**src/rtl/switch_logic_unit.sv**
```systemverilog
// Board switch-to-LED block: synchronises and debounces NUM_SW switches plus a
// mode button, reduces the switches with a selectable gate and registers the LEDs.
module switch_logic_unit #(
  parameter int NUM_SW          = 2,
  parameter int NUM_LED         = 4,
  parameter int DEBOUNCE_CYCLES = 1000000
) (
  input  logic              clk,
  input  logic              rst_n,
  input  logic [NUM_SW-1:0] sw,
  input  logic              btn,
  output logic [NUM_LED-1:0] led
);

  localparam int unsigned NUM_IN = NUM_SW + 1;
  localparam int          CNT_W  = (DEBOUNCE_CYCLES > 1) ? $clog2(DEBOUNCE_CYCLES) : 1;
  localparam logic [CNT_W-1:0] CNT_MAX = CNT_W'(DEBOUNCE_CYCLES - 1);

  typedef enum logic [1:0] {
    MODE_AND  = 2'b00,
    MODE_OR   = 2'b01,
    MODE_XOR  = 2'b10,
    MODE_NAND = 2'b11
  } mode_e;

  logic [NUM_IN-1:0]  raw;
  logic [NUM_IN-1:0]  sync1_q, sync1_d;
  logic [NUM_IN-1:0]  sync2_q, sync2_d;
  logic [NUM_IN-1:0]  stable_q, stable_d;
  logic [CNT_W-1:0]   cnt_q [NUM_IN];
  logic [CNT_W-1:0]   cnt_d [NUM_IN];
  logic               btn_prev_q, btn_prev_d;
  mode_e              mode_q, mode_d;
  logic [NUM_LED-1:0] led_q, led_d;

  logic [NUM_SW-1:0]  sw_stable;
  logic               btn_stable;
  logic               reduced;

  // Button rides as the top bit so all inputs share one debounce loop.
  assign raw = {btn, sw};

  always_comb begin
    sync1_d  = raw;
    sync2_d  = sync1_q;
    stable_d = stable_q;
    for (int unsigned i = 0; i < NUM_IN; i++) begin
      cnt_d[i] = '0;
      if (sync2_q[i] != stable_q[i]) begin
        if (cnt_q[i] == CNT_MAX) begin
          stable_d[i] = sync2_q[i];
        end else begin
          cnt_d[i] = cnt_q[i] + 1'b1;
        end
      end
    end
  end

  // The LED uses the next mode so a mode change and a switch change accepted
  // on the same edge appear together on the following edge.
  always_comb begin
    sw_stable  = stable_q[NUM_SW-1:0];
    btn_stable = stable_q[NUM_IN-1];
    btn_prev_d = btn_stable;
    mode_d     = mode_q;
    if (btn_stable && !btn_prev_q) begin
      mode_d = mode_e'(mode_q + 2'd1);
    end
    case (mode_d)
      MODE_AND:  reduced = &sw_stable;
      MODE_OR:   reduced = |sw_stable;
      MODE_XOR:  reduced = ^sw_stable;
      MODE_NAND: reduced = ~&sw_stable;
      default:   reduced = 1'b0;
    endcase
    led_d      = '0;
    led_d[0]   = reduced;
    led_d[2:1] = mode_d;
  end

  always_ff @(posedge clk or negedge rst_n) begin
    if (!rst_n) begin
      sync1_q    <= '0;
      sync2_q    <= '0;
      stable_q   <= '0;
      for (int unsigned i = 0; i < NUM_IN; i++) begin
        cnt_q[i] <= '0;
      end
      btn_prev_q <= 1'b0;
      mode_q     <= MODE_AND;
      led_q      <= '0;
    end else begin
      sync1_q    <= sync1_d;
      sync2_q    <= sync2_d;
      stable_q   <= stable_d;
      for (int unsigned i = 0; i < NUM_IN; i++) begin
        cnt_q[i] <= cnt_d[i];
      end
      btn_prev_q <= btn_prev_d;
      mode_q     <= mode_d;
      led_q      <= led_d;
    end
  end

  assign led = led_q;

endmodule

```
**config.mk**
```make
export PLATFORM = sky130hd
export DESIGN_NAME = switch_logic_unit
export DESIGN_NICKNAME = d
export VERILOG_FILES = /design/src/rtl/switch_logic_unit.sv
export SDC_FILE = /design/constraint.sdc
export NUM_CORES = 1
export LEC_CHECK = 0
export CAP_MARGIN = 5
export CORE_MARGIN = 4
export CORE_UTILIZATION = 66
export DETAILED_ROUTE_END_ITERATION = 6
export MAX_ROUTING_LAYER = met4
export PLACE_DENSITY = 0.92
export RECOVER_POWER = 100
export SETUP_SLACK_MARGIN = 0.4
export SLEW_MARGIN = 20
export SYNTH_ARGS = -nofsm -noshare
export SYNTH_HDL_FRONTEND = slang
export SYNTH_SLANG_ARGS = --single-unit
```
**constraint.sdc**
```tcl
create_clock -name clk -period 3.9 [get_ports clk]
set_input_delay 0.39 -clock clk [delete_from_list [all_inputs] [get_ports clk]]
set_output_delay 0.39 -clock clk [all_outputs]
set_load 0.01 [all_outputs]
```
==> implementation parameters, run 1 <==
Parameter                              Value

CTS
  Clock root cell ... sky130_fd_sc_hd__clkbuf_8
  CTS tree ... done
  Number of post-CTS setup repair buffers ... 0
  Resized Gates After CTS ... 0
  Clock buffer count from CTS ... 9
  Clock latency reported for the late side of the worst-skew pair ... 0.36 ns
  Count of clock tree sinks ... 73
  Max clock buf depth ... 2
  Clock-pin transition on the worst setup and hold timing paths ... 0.07 ns
  Hold-fix buffers at CTS ... 0
  CTS H-tree lvls ... 3

Detailed routing
  Average wire per standard cell ... 15.1 µm
  Antenna Nets Post-Route ... 0
  Total number of vias ... 2,626
  DRC violation total after the first TritonRoute iteration ... 172
  Residual DRC count ... 0
  DR vias/cell ... 6.02
  Pre-Repair DR Iteration Count ... 4
  Routed wire length ... 6600 µm

Synthesis
  Ranking of synthesized cells by instance count ... 73 x sky130_fd_sc_hd__dfrtp_1, 47 x sky130_fd_sc_hd__nor2_1, 23 x sky130_fd_sc_hd__nand3_1, 23 x sky130_fd_sc_hd__xnor2_1, 19 x sky130_fd_sc_hd__xor2_1
  Most common cell in the netlist ... sky130_fd_sc_hd__dfrtp_1
  Async set-or-reset flop fraction in the synthesized netlist ... 100%
  Number of synthesized register bits ... 73
  Area share of the largest cell type after synthesis ... 51.9%
  Seq/Total Area, Yosys ... 51.9%
  Synth cell types ... 39
  Complex-gate fraction of the synthesized area ... 6.90%
  Post-synth EDFFs ... 0
  Total nets after synthesis ... 362
  Mean instance size in the synthesized netlist ... 9.99 µm²
  Most common flop cell mapped by yosys ... sky130_fd_sc_hd__dfrtp_1
  Main combinational cell family by area after synthesis ... simple AND/OR/NAND/NOR gates
  Biggest area contributors in the synthesized netlist ... sky130_fd_sc_hd__dfrtp_1 52%, sky130_fd_sc_hd__xnor2_1 5.7%, sky130_fd_sc_hd__nor2_1 5.0%, sky130_fd_sc_hd__xor2_1 4.7%, sky130_fd_sc_hd__nand3_1 3.3%
  Top cell type by total area after synthesis ... sky130_fd_sc_hd__dfrtp_1
  Netlist area before placement ... 0.00352 mm²
  Synthesized-area fraction occupied by adder cells ... 1.78%
  Mux contribution to synthesized area ... 1.28%
  Number of warnings reported in the yosys synthesis log ... 0
  Simple logic cell fraction of the synthesized area ... 24.3%
  Post-synthesis cell count ... 352
  Post-Synth XOR/XNOR Area ... 10.5%

Outcome
  Violated checks ... capacitance limit, slew limit
  Result of the run ... complete, but fails checks

Critical path
  Launch point of the critical path ... cnt_q[20]
  Critical Path RT ... 4.10 ns
  Last element of the critical path ... cnt_q[31]
  Crit end category ... flip-flop
  Critical path start-end classification ... flip-flop to flip-flop
  Maximum fanout encountered on the critical timing path ... 13
  Slack of the worst reg-to-reg path ... 0.94 ns
  Startpoint type of the worst setup path ... flip-flop
  Arrival time reported for the critical path endpoint ... 3.16 ns
  R2R Path End ... cnt_q[31]
  RR Startpoint ... cnt_q[20]
  Worst R2R Path Depth ... 5

STA
  Period utilization ... 75.8%
  Worst Tran Pin Value ... 2.10 ns
  Min cycle time layout ... 2.96 ns
  Clk_skew ... 0.0152 ns
  Relative max-transition margin ... -40.3%
  Achievable Freq ... 338 MHz
  Setup violations, final ... 0
  Setup WS post-layout ... 0.943 ns
  RSZ-0062 raised after global routing ... no
  Fin. max-slew vios ... 42
  Final hold vios ... 0
  Sum of negative setup slack ... 0 ns

Placed design
  Cell area after placement ... 0.00366 mm²
  Buffers on Ports ... 7
  Placer's final routability congestion estimate ... 0.919
  Placed wire-length estimate after detailed placement ... 4390 µm
  Setup WS pre-CTS ... 1.55 ns

Final layout
  Final Cell Area ... 0.00383 mm²
  ANT cells ... 0
  Number of nets in the finished design ... 371
  Proportion of layout cells with a drive suffix above 1 ... 7.38%
  Area Overhead vs Synth ... 8.96%

Floorplanning
  Boundary pin count ... 9
  Area of the die ... 0.00656 mm²
  Count of standard-cell rows ... 26
  Width of the chip ... 81 µm
  Core region area ... 0.00514 mm²
  Die boundary height ... 81 µm
  Initial Utilization ... 68.4%

Global route
  Overall global routing resource usage ... 24.1%
  Antenna violations before repair ... 0
  Total grt overflow ... 0
  Vias in the first global route ... 2,516
  Largest net degree at the start of global routing ... 42
  Global-route wire length before repair ... 11,600 µm

Power
  Leakage ... 0.00155 µW
  Maximum vdd ir drop ... 0.354 mV
  Pwr per Cell Area ... 375 mW/mm²

Hold path
  Hold/Removal Path Class ... flip-flop to flip-flop

Run
  Reported max-cap violation count ... 1
metrics by stage:
stage	total power, µW	hold slack [ns]	cells	util (%)
2_1_floorplan	815	0.0944	352	-
3_3_place_gp	839	0.335	420	71.2
3_5_place_dp	841	0.335	420	71.2
4_1_cts	1450	0.184	436	75.2
5_1_grt	1490	0.361	436	74.6
6_report	1440	0.350	436	74.6
worst max-delay path: stages (launching register included):
cell and delay [ns]:
sky130_fd_sc_hd__dfrtp_1 0.42, sky130_fd_sc_hd__ha_1 0.29, sky130_fd_sc_hd__nand2_1 0.22, sky130_fd_sc_hd__o41ai_1 1.21, sky130_fd_sc_hd__clkbuf_1 0.55, sky130_fd_sc_hd__nor2_1 0.12
power breakdown:
| group | switching, µW | internal [µW] | leakage [µW] |
|---|---|---|---|
| registers | 10.0 | 767 | 0.000999 |
| logic | 33.1 | 11.9 | 0.000454 |
| clock network | 285 | 331 | 0.000103 |
area by class of cell:
class | count | area (µm²)
sequential | 73 | 1830
multi-input combinational | 251 | 1580
fill | 366 | 1310
clock buffer | 12 | 155
tap | 70 | 87.6
timing repair buffer | 11 | 80.1
inverter | 15 | 56.3
clock inverter | 4 | 51.3
placed cells by master, fill, tap and decap left out, types with 2 or more instances in the layout:
cell type / netlist / final
sky130_fd_sc_hd__dfrtp_1: 73 / 73
sky130_fd_sc_hd__nor2_1: 47 / 47
sky130_fd_sc_hd__nand3_1: 23 / 23
sky130_fd_sc_hd__xnor2_1: 23 / 23
sky130_fd_sc_hd__xor2_1: 19 / 19
sky130_fd_sc_hd__nand2_1: 18 / 18
sky130_fd_sc_hd__a21oi_1: 16 / 16
sky130_fd_sc_hd__inv_1: 15 / 15
sky130_fd_sc_hd__nand4_1: 11 / 11
sky130_fd_sc_hd__nor3_1: 11 / 11
sky130_fd_sc_hd__clkbuf_8: 0 / 11
sky130_fd_sc_hd__nor4_1: 10 / 10
sky130_fd_sc_hd__or3_1: 10 / 10
sky130_fd_sc_hd__o21ai_0: 10 / 10
sky130_fd_sc_hd__o31ai_1: 8 / 8
sky130_fd_sc_hd__or4_1: 7 / 7
sky130_fd_sc_hd__dlygate4sd3_1: 0 / 6
sky130_fd_sc_hd__ha_1: 5 / 5
sky130_fd_sc_hd__clkbuf_1: 7 / 5
sky130_fd_sc_hd__and4_1: 4 / 4
sky130_fd_sc_hd__mux2_2: 4 / 4
sky130_fd_sc_hd__nor4b_1: 3 / 3
sky130_fd_sc_hd__nand4b_1: 3 / 3
sky130_fd_sc_hd__and3_1: 2 / 2
sky130_fd_sc_hd__and2_1: 2 / 2
sky130_fd_sc_hd__or4b_2: 2 / 2
cell families after synthesis:
group / after synthesis
other: 1
xor gates and xnor gates: 42
AOI/OAI and AO/OA: 40
DFF: 73
muxes: 4
adders and majority gates: 5
and+or+nand+nor: 159
buffers and inverters: 28
state kept, by name (all words and copies together), names as in the netlist:
signal and flops:
cnt_q 60, stable_q 3, sync1_q 3, sync2_q 3, led 2, btn_prev_q 1
mode_q 1
routing by layer:
layer	up-vias	global-route usage, %	wire length (µm)
met5	-	-	0
met4	0	10.8	165
met3	16	6.32	245
met2	54	36.4	3260
met1	1293	30.8	2920
li1	1263	-	-
how the worst min path moves through the flow:
| stage | from | to | slack (ns) | depth (start not counted) |
|---|---|---|---|---|
| global route | sync1_q[0] | sync2_q[0] | 0.36 | 0 |
| global placement | sync1_q[0] | sync2_q[0] | 0.33 | 0 |
| detailed placement | sync1_q[0] | sync2_q[0] | 0.33 | 0 |
| floorplan | rst_n | btn_prev_q | 0.09 | 0 |
| finish | sync1_q[0] | sync2_q[0] | 0.35 | 0 |
| CTS | rst_n | cnt_q[4] | 0.18 | 1 |
(Power assumes the default switching activity.)
==> run 2: changes to the inputs <==
--- a/config.mk
+++ b/config.mk
@@ -7,10 +7,10 @@
 export LEC_CHECK = 0
 export CAP_MARGIN = 5
 export CORE_MARGIN = 4
-export CORE_UTILIZATION = 66
+export CORE_UTILIZATION = 61
 export DETAILED_ROUTE_END_ITERATION = 6
 export MAX_ROUTING_LAYER = met4
-export PLACE_DENSITY = 0.92
+export PLACE_DENSITY = 0.87
 export RECOVER_POWER = 100
 export SETUP_SLACK_MARGIN = 0.4
 export SLEW_MARGIN = 20
==> constraint.sdc (replaced) <==
create_clock -name clk -period 2.8 [get_ports clk]
set_input_delay 0.28 -clock clk [delete_from_list [all_inputs] [get_ports clk]]
set_output_delay 0.28 -clock clk [all_outputs]
set_load 0.01 [all_outputs]
==> run 2 against run 1 <==
- the flow still finishes with violations (capacitance limit, slew limit)
- via count fell by 1.9%
- sequential cell count did not move
- sequential share of layout area fell by 0.45 points
- sequential power rose by 39%
- fmax rose by 29%
- clock-buffer cell count fell by 2
- design area rose by 0.95%
- critical path depth did not move
- total power rose by 37%
- critical endpoint is now cnt_q[8]
- largest cell class unchanged
==> implementation parameters, run 2 (synthesized netlist as in run 1, its figures left out) <==
Parameter                              Value

STA
  Worst Tran Pin Value ... 1.76 ns
  RSZ-0062 raised after global routing ... no
  Clk_skew ... 0.00987 ns
  Sum of negative setup slack ... 0 ns
  Relative max-transition margin ... -17.0%
  Period utilization ... 82.1%
  Final hold vios ... 0
  Setup WS post-layout ... 0.502 ns
  Fin. max-slew vios ... 31
  Achievable Freq ... 435 MHz
  Setup violations, final ... 0
  Min cycle time layout ... 2.30 ns

Critical path
  Critical path start-end classification ... flip-flop to flip-flop
  Arrival time reported for the critical path endpoint ... 2.52 ns
  Crit end category ... flip-flop
  Maximum fanout encountered on the critical timing path ... 16
  Startpoint type of the worst setup path ... flip-flop
  Critical Path RT ... 3.02 ns

Detailed routing
  Total number of vias ... 2,575
  Routed wire length ... 6450 µm
  Average wire per standard cell ... 14.6 µm
  DRC violation total after the first TritonRoute iteration ... 129
  Antenna Nets Post-Route ... 0
  Residual DRC count ... 0
  Pre-Repair DR Iteration Count ... 4
  DR vias/cell ... 5.84

CTS
  Clock buffer count from CTS ... 9
  Resized Gates After CTS ... 0
  Clock root cell ... sky130_fd_sc_hd__clkbuf_8
  Count of clock tree sinks ... 73
  Clock-pin transition on the worst setup and hold timing paths ... 0.08 ns
  Clock latency reported for the late side of the worst-skew pair ... 0.34 ns
  Number of post-CTS setup repair buffers ... 0
  Max clock buf depth ... 2
  CTS H-tree lvls ... 3
  Hold-fix buffers at CTS ... 1
  CTS tree ... done

Global route
  Met3 usage in global routing ... 4.94%
  Global routing usage on met2 ... 33.2%
  Vias in the first global route ... 2,447
  Fraction of met1 tracks used by global routing ... 23.8%
  Overall global routing resource usage ... 19.9%
  Antenna violations before repair ... 0
  Global-route wire length before repair ... 11,000 µm
  Total grt overflow ... 0
  Busiest metal layer after global routing ... met2
  Largest net degree at the start of global routing ... 44

Floorplanning
  Die boundary height ... 83.9 µm
  Boundary pin count ... 9
  Initial Utilization ... 63.5%
  Width of the chip ... 83.9 µm
  Area of the die ... 0.00704 mm²
  Count of standard-cell rows ... 27
  Core region area ... 0.00554 mm²

Final layout
  ANT cells ... 0
  Fill cells ... 418
  Commonest cells after routing, fill and taps aside ... 73 x sky130_fd_sc_hd__dfrtp_1, 47 x sky130_fd_sc_hd__nor2_1, 23 x sky130_fd_sc_hd__nand3_1, 23 x sky130_fd_sc_hd__xnor2_1, 19 x sky130_fd_sc_hd__xor2_1
  Most common library cell in the layout ignoring fill and taps ... sky130_fd_sc_hd__dfrtp_1
  Footprint of the multi-input gates ... 0.00158 mm²
  Area Overhead vs Synth ... 10.0%
  Number of nets in the finished design ... 374
  Proportion of layout cells with a drive suffix above 1 ... 8.40%
  Number of flip-flops under the largest register name ... 60
  Register with the most flip-flops ... cnt_q
  FF+latch area ... 0.00183 mm²

Placed design
  Setup WS pre-CTS ... 0.633 ns
  Placer's final routability congestion estimate ... 0.884
  Placed wire-length estimate after detailed placement ... 4270 µm
  Buffers on Ports ... 7

Power
  Leakage ... 0.00158 µW
  Pwr per Cell Area ... 509 mW/mm²
  Maximum vdd ir drop ... 0.372 mV

Outcome
  Violated checks ... capacitance limit, slew limit
  Result of the run ... complete, but fails checks

Run
  Reported max-cap violation count ... 1

Hold path
  Hold/Removal Path Class ... flip-flop to flip-flop
run 2: cell type report:
cell class	count	share of cell area (%)
Clock inverter	6	1.49
Multi-Input combinational cell	251	40.8
Tap cell	72	2.33
Clock buffer	10	3.56
Inverter	15	1.46
Sequential cell	73	47.2
Timing Repair Buffer	14	3.20
run 2: metrics by stage:
stage	instance area, µm²	util (%)	std cells	power, µW	hold slack, ns
after global placement	3690	66.6	424	1170	0.334
after global routing	3870	69.8	441	2040	0.356
after detailed placement	3690	66.6	424	1170	0.335
after floorplan	3520	-	352	1130	-0.0156
final	3870	69.8	441	1970	0.352
after CTS	3890	70.3	441	1980	0.352
run 2: metal layers:
metal  routed length (µm)  share of wire (%)
met1                 2900                 45
met2                 3220                 50
met3                  261                4.0
met4                   68                1.1
met5                    0                  0
run 2: final timing paths:
path | end | slack [ns] | from | cells past startpoint
setup / recovery | cnt_q[8] | 0.50 | cnt_q[16] | 5
hold / removal | sync2_q[1] | 0.35 | sync1_q[1] | 0
setup reg to reg | cnt_q[8] | 0.50 | cnt_q[16] | 5
hold reg to reg | sync2_q[1] | 0.35 | sync1_q[1] | 0
max in group asynchronous | cnt_q[45] | 0.85 | rst_n | 2
min in group asynchronous | cnt_q[10] | 0.93 | rst_n | 2
run 2: worst max-delay path, cell delays in order (launching register included):
cell	delay [ns]
sky130_fd_sc_hd__dfrtp_1	0.40
sky130_fd_sc_hd__nand3_1	0.12
sky130_fd_sc_hd__or4b_2	0.66
sky130_fd_sc_hd__o31ai_1	0.58
sky130_fd_sc_hd__buf_4	0.33
sky130_fd_sc_hd__nor2_1	0.08
run 2: power by group:
group | internal [µW] | total [µW] | leakage, µW | switching, µW
Combinational | 21.6 | 68.3 | 0.000475 | 46.7
Clock | 430 | 817 | 0.000102 | 388
Sequential | 1070 | 1080 | 0.000999 | 13.8
==> run 3: changes to the inputs <==
--- a/config.mk
+++ b/config.mk
@@ -7,10 +7,10 @@
 export LEC_CHECK = 0
 export CAP_MARGIN = 5
 export CORE_MARGIN = 4
-export CORE_UTILIZATION = 61
+export CORE_UTILIZATION = 55
 export DETAILED_ROUTE_END_ITERATION = 6
 export MAX_ROUTING_LAYER = met4
-export PLACE_DENSITY = 0.87
+export PLACE_DENSITY = 0.83
 export RECOVER_POWER = 100
 export SETUP_SLACK_MARGIN = 0.4
 export SLEW_MARGIN = 20
==> constraint.sdc (replaced) <==
create_clock -name clk -period 1.85 [get_ports clk]
set_input_delay 0.185 -clock clk [delete_from_list [all_inputs] [get_ports clk]]
set_output_delay 0.185 -clock clk [all_outputs]
set_load 0.01 [all_outputs]
==> run 3 against run 2 <==
- the run now ends clean
- non-clock buffer count rose by 77
- sequential share of layout area fell by 9.4 points
- clock skew rose by 0.0032 ns
- sequential power rose by 52%
- critical path depth did not move
==> implementation parameters, run 3 (synthesized netlist as in run 1, its figures left out) <==
Parameter                              Value

Floorplanning
  Initial Utilization ... 58.0%
  Count of standard-cell rows ... 28
  Core region area ... 0.00606 mm²
  Area of the die ... 0.00774 mm²
  Die boundary height ... 88.0 µm
  Boundary pin count ... 9
  Width of the chip ... 88.0 µm

Global route
  Largest net degree at the start of global routing ... 34
  Total grt overflow ... 0
  Overall global routing resource usage ... 27.7%
  Antenna violations before repair ... 0
  Global-route wire length before repair ... 15,700 µm
  Vias in the first global route ... 3,243

Placed design
  Placer's final routability congestion estimate ... 0.832
  Cell area after placement ... 0.00392 mm²
  Buffers on Ports ... 7
  Placed wire-length estimate after detailed placement ... 4530 µm

Final layout
  Proportion of layout cells with a drive suffix above 1 ... 35.4%
  Most common library cell in the layout ignoring fill and taps ... sky130_fd_sc_hd__dfrtp_1
  Area Overhead vs Synth ... 37.7%
  ANT cells ... 0
  Commonest cells after routing, fill and taps aside ... 68 x sky130_fd_sc_hd__dfrtp_1, 66 x sky130_fd_sc_hd__buf_4, 32 x sky130_fd_sc_hd__nor2_1
  Number of flip-flops under the largest register name ... 60
  Final Cell Area ... 0.00484 mm²
  Register with the most flip-flops ... cnt_q
  Final core area utilization ... 79.9%
  Number of nets in the finished design ... 451

STA
  Sum of negative setup slack ... 0 ns
  Clk_skew ... 0.0131 ns
  Min cycle time layout ... 1.83 ns
  Fin. max-slew vios ... 0
  RSZ-0062 raised after global routing ... yes
  Worst Tran Pin Value ... 0.825 ns
  Period utilization ... 98.7%
  Final hold vios ... 0
  Relative max-transition margin ... 45.0%
  Setup violations, final ... 0
  Achievable Freq ... 548 MHz

Power
  Switch Pwr ... 759 µW
  Sequential share of power ... 49.7%
  Clock network fraction of design power ... 43.8%
  Leakage ... 0.00207 µW
  Pwr per Cell Area ... 681 mW/mm²
  Maximum vdd ir drop ... 0.639 mV
  Int Pwr ... 2540 µW
  Part of the total power dissipated in combinational logic ... 6.5%
  Switch share ... 23.0%
  Design Power ... 3300 µW

Hold path
  Count of cells along the worst hold path ... 0
  Hold/Removal Path Class ... flip-flop to flip-flop
  Start point of the worst hold path ... sync1_q[2]
  Worst hold endpoint ... sync2_q[2]

Critical path
  Arrival time reported for the critical path endpoint ... 2.08 ns
  Crit end category ... flip-flop
  Critical path start-end classification ... flip-flop to flip-flop
  R2R Path End ... stable_q[2]
  RR Startpoint ... cnt_q[18]
  Maximum fanout encountered on the critical timing path ... 3
  Critical Path RT ... 2.11 ns
  Startpoint type of the worst setup path ... flip-flop
  Slack of the worst reg-to-reg path ... 0.02 ns
  Worst R2R Path Depth ... 5

Detailed routing
  Pre-Repair DR Iteration Count ... 5
  Antenna Nets Post-Route ... 0
  Average wire per standard cell ... 20.2 µm
  DR vias/cell ... 6.18
  Routed wire length ... 10,500 µm
  Total number of vias ... 3,220
  Residual DRC count ... 0
  DRC violation total after the first TritonRoute iteration ... 193

Run
  Reported max-cap violation count ... 0

CTS
  Clock latency reported for the late side of the worst-skew pair ... 0.36 ns
  Clock root cell ... sky130_fd_sc_hd__clkbuf_8
  Max clock buf depth ... 2
  Count of clock tree sinks ... 73
  CTS H-tree lvls ... 3
  Clock buffer count from CTS ... 9
  CTS tree ... done
  Clock-pin transition on the worst setup and hold timing paths ... 0.09 ns

Outcome
  Result of the run ... completed
-- run 3: cell count changes in the layout (fill, tap and decap cells not counted), sizes merged --
cell,previous run,this run
buf,4,76
bufinv,1,2
clkinv,4,2
dlygate4sd2,0,2
dlygate4sd3,7,5
clkbuf,13,19
-- run 3: stage by stage --
step                      setup WS [ns]  std cells  hold slack [ns]
after floorplan                -0.00122        352           -0.111
after global placement           0.0695        441            0.288
after detailed placement        0.00599        441            0.289
after CTS                         0.105        512            0.254
after global routing            -0.0166        521            0.374
final                            0.0244        521            0.373
-- run 3: repair_timing --
| action | 4_1_cts | 5_1_grt |
|---|---|---|
| endpoints found under the setup margin | 65 | 63 |
| setup buffers | 49 | 8 |
| endpoints found under the hold margin | 31 | 0 |
| pin swaps | 22 | 7 |
| gates resized for setup | 52 | 36 |
| hold buffers | 1 | 0 |
| cloned | 5 | 1 |
-- run 3: critical path, stage by stage, from the launching register on --
cell	delay (ns)
sky130_fd_sc_hd__dfrtp_1	0.41
sky130_fd_sc_hd__nand3_2	0.12
sky130_fd_sc_hd__or4b_4	0.55
sky130_fd_sc_hd__clkbuf_1	0.16
sky130_fd_sc_hd__nor3_4	0.17
sky130_fd_sc_hd__mux2_4	0.32
-- run 3: power by group through the flow --
stage / sequential (µW) / clock [µW] / combinational (µW)
after detailed placement: 1670 / 0 / 124
after global routing: 1640 / 1540 / 231
after CTS: 1640 / 1440 / 199
after floorplan: 1670 / 0 / 65.3
final: 1640 / 1450 / 215
after global placement: 1670 / 0 / 121
-- run 3: layer usage --
| metal | share of wire [%] | global-route usage [%] | wire (µm) | vias to the layer above |
|---|---|---|---|---|
| met4 | 4.9 | 15.9 | 516 | 0 |
| met5 | 0 | - | 0 | - |
| met2 | 52 | 46.0 | 5460 | 156 |
| met1 | 38 | 31.6 | 3980 | 1595 |
| met3 | 5.3 | 4.42 | 555 | 48 |
| li1 | - | - | - | 1421 |
-- run 3: cell type report --
type | instances | area (µm²)
clock inverters | 5 | 77.6
inverters | 15 | 56.3
well taps | 75 | 93.8
flip-flops and latches | 73 | 1830
repair buffers | 91 | 763
multi-input cells | 251 | 1870
fillers | 339 | 1220
clock buffers | 11 | 151
-- run 3: how the worst max path moves through the flow --
| stage | slack [ns] | startpoint | end |
|---|---|---|---|
| finish | 0.02 | cnt_q[18] | stable_q[2] |
| global route | -0.02 | cnt_q[40] | cnt_q[56] |
| global placement | 0.07 | cnt_q[43] | cnt_q[57] |
| detailed placement | 0.006 | cnt_q[49] | cnt_q[59] |
| floorplan | -0.001 | cnt_q[42] | cnt_q[58] |
| CTS | 0.11 | cnt_q[40] | cnt_q[58] |
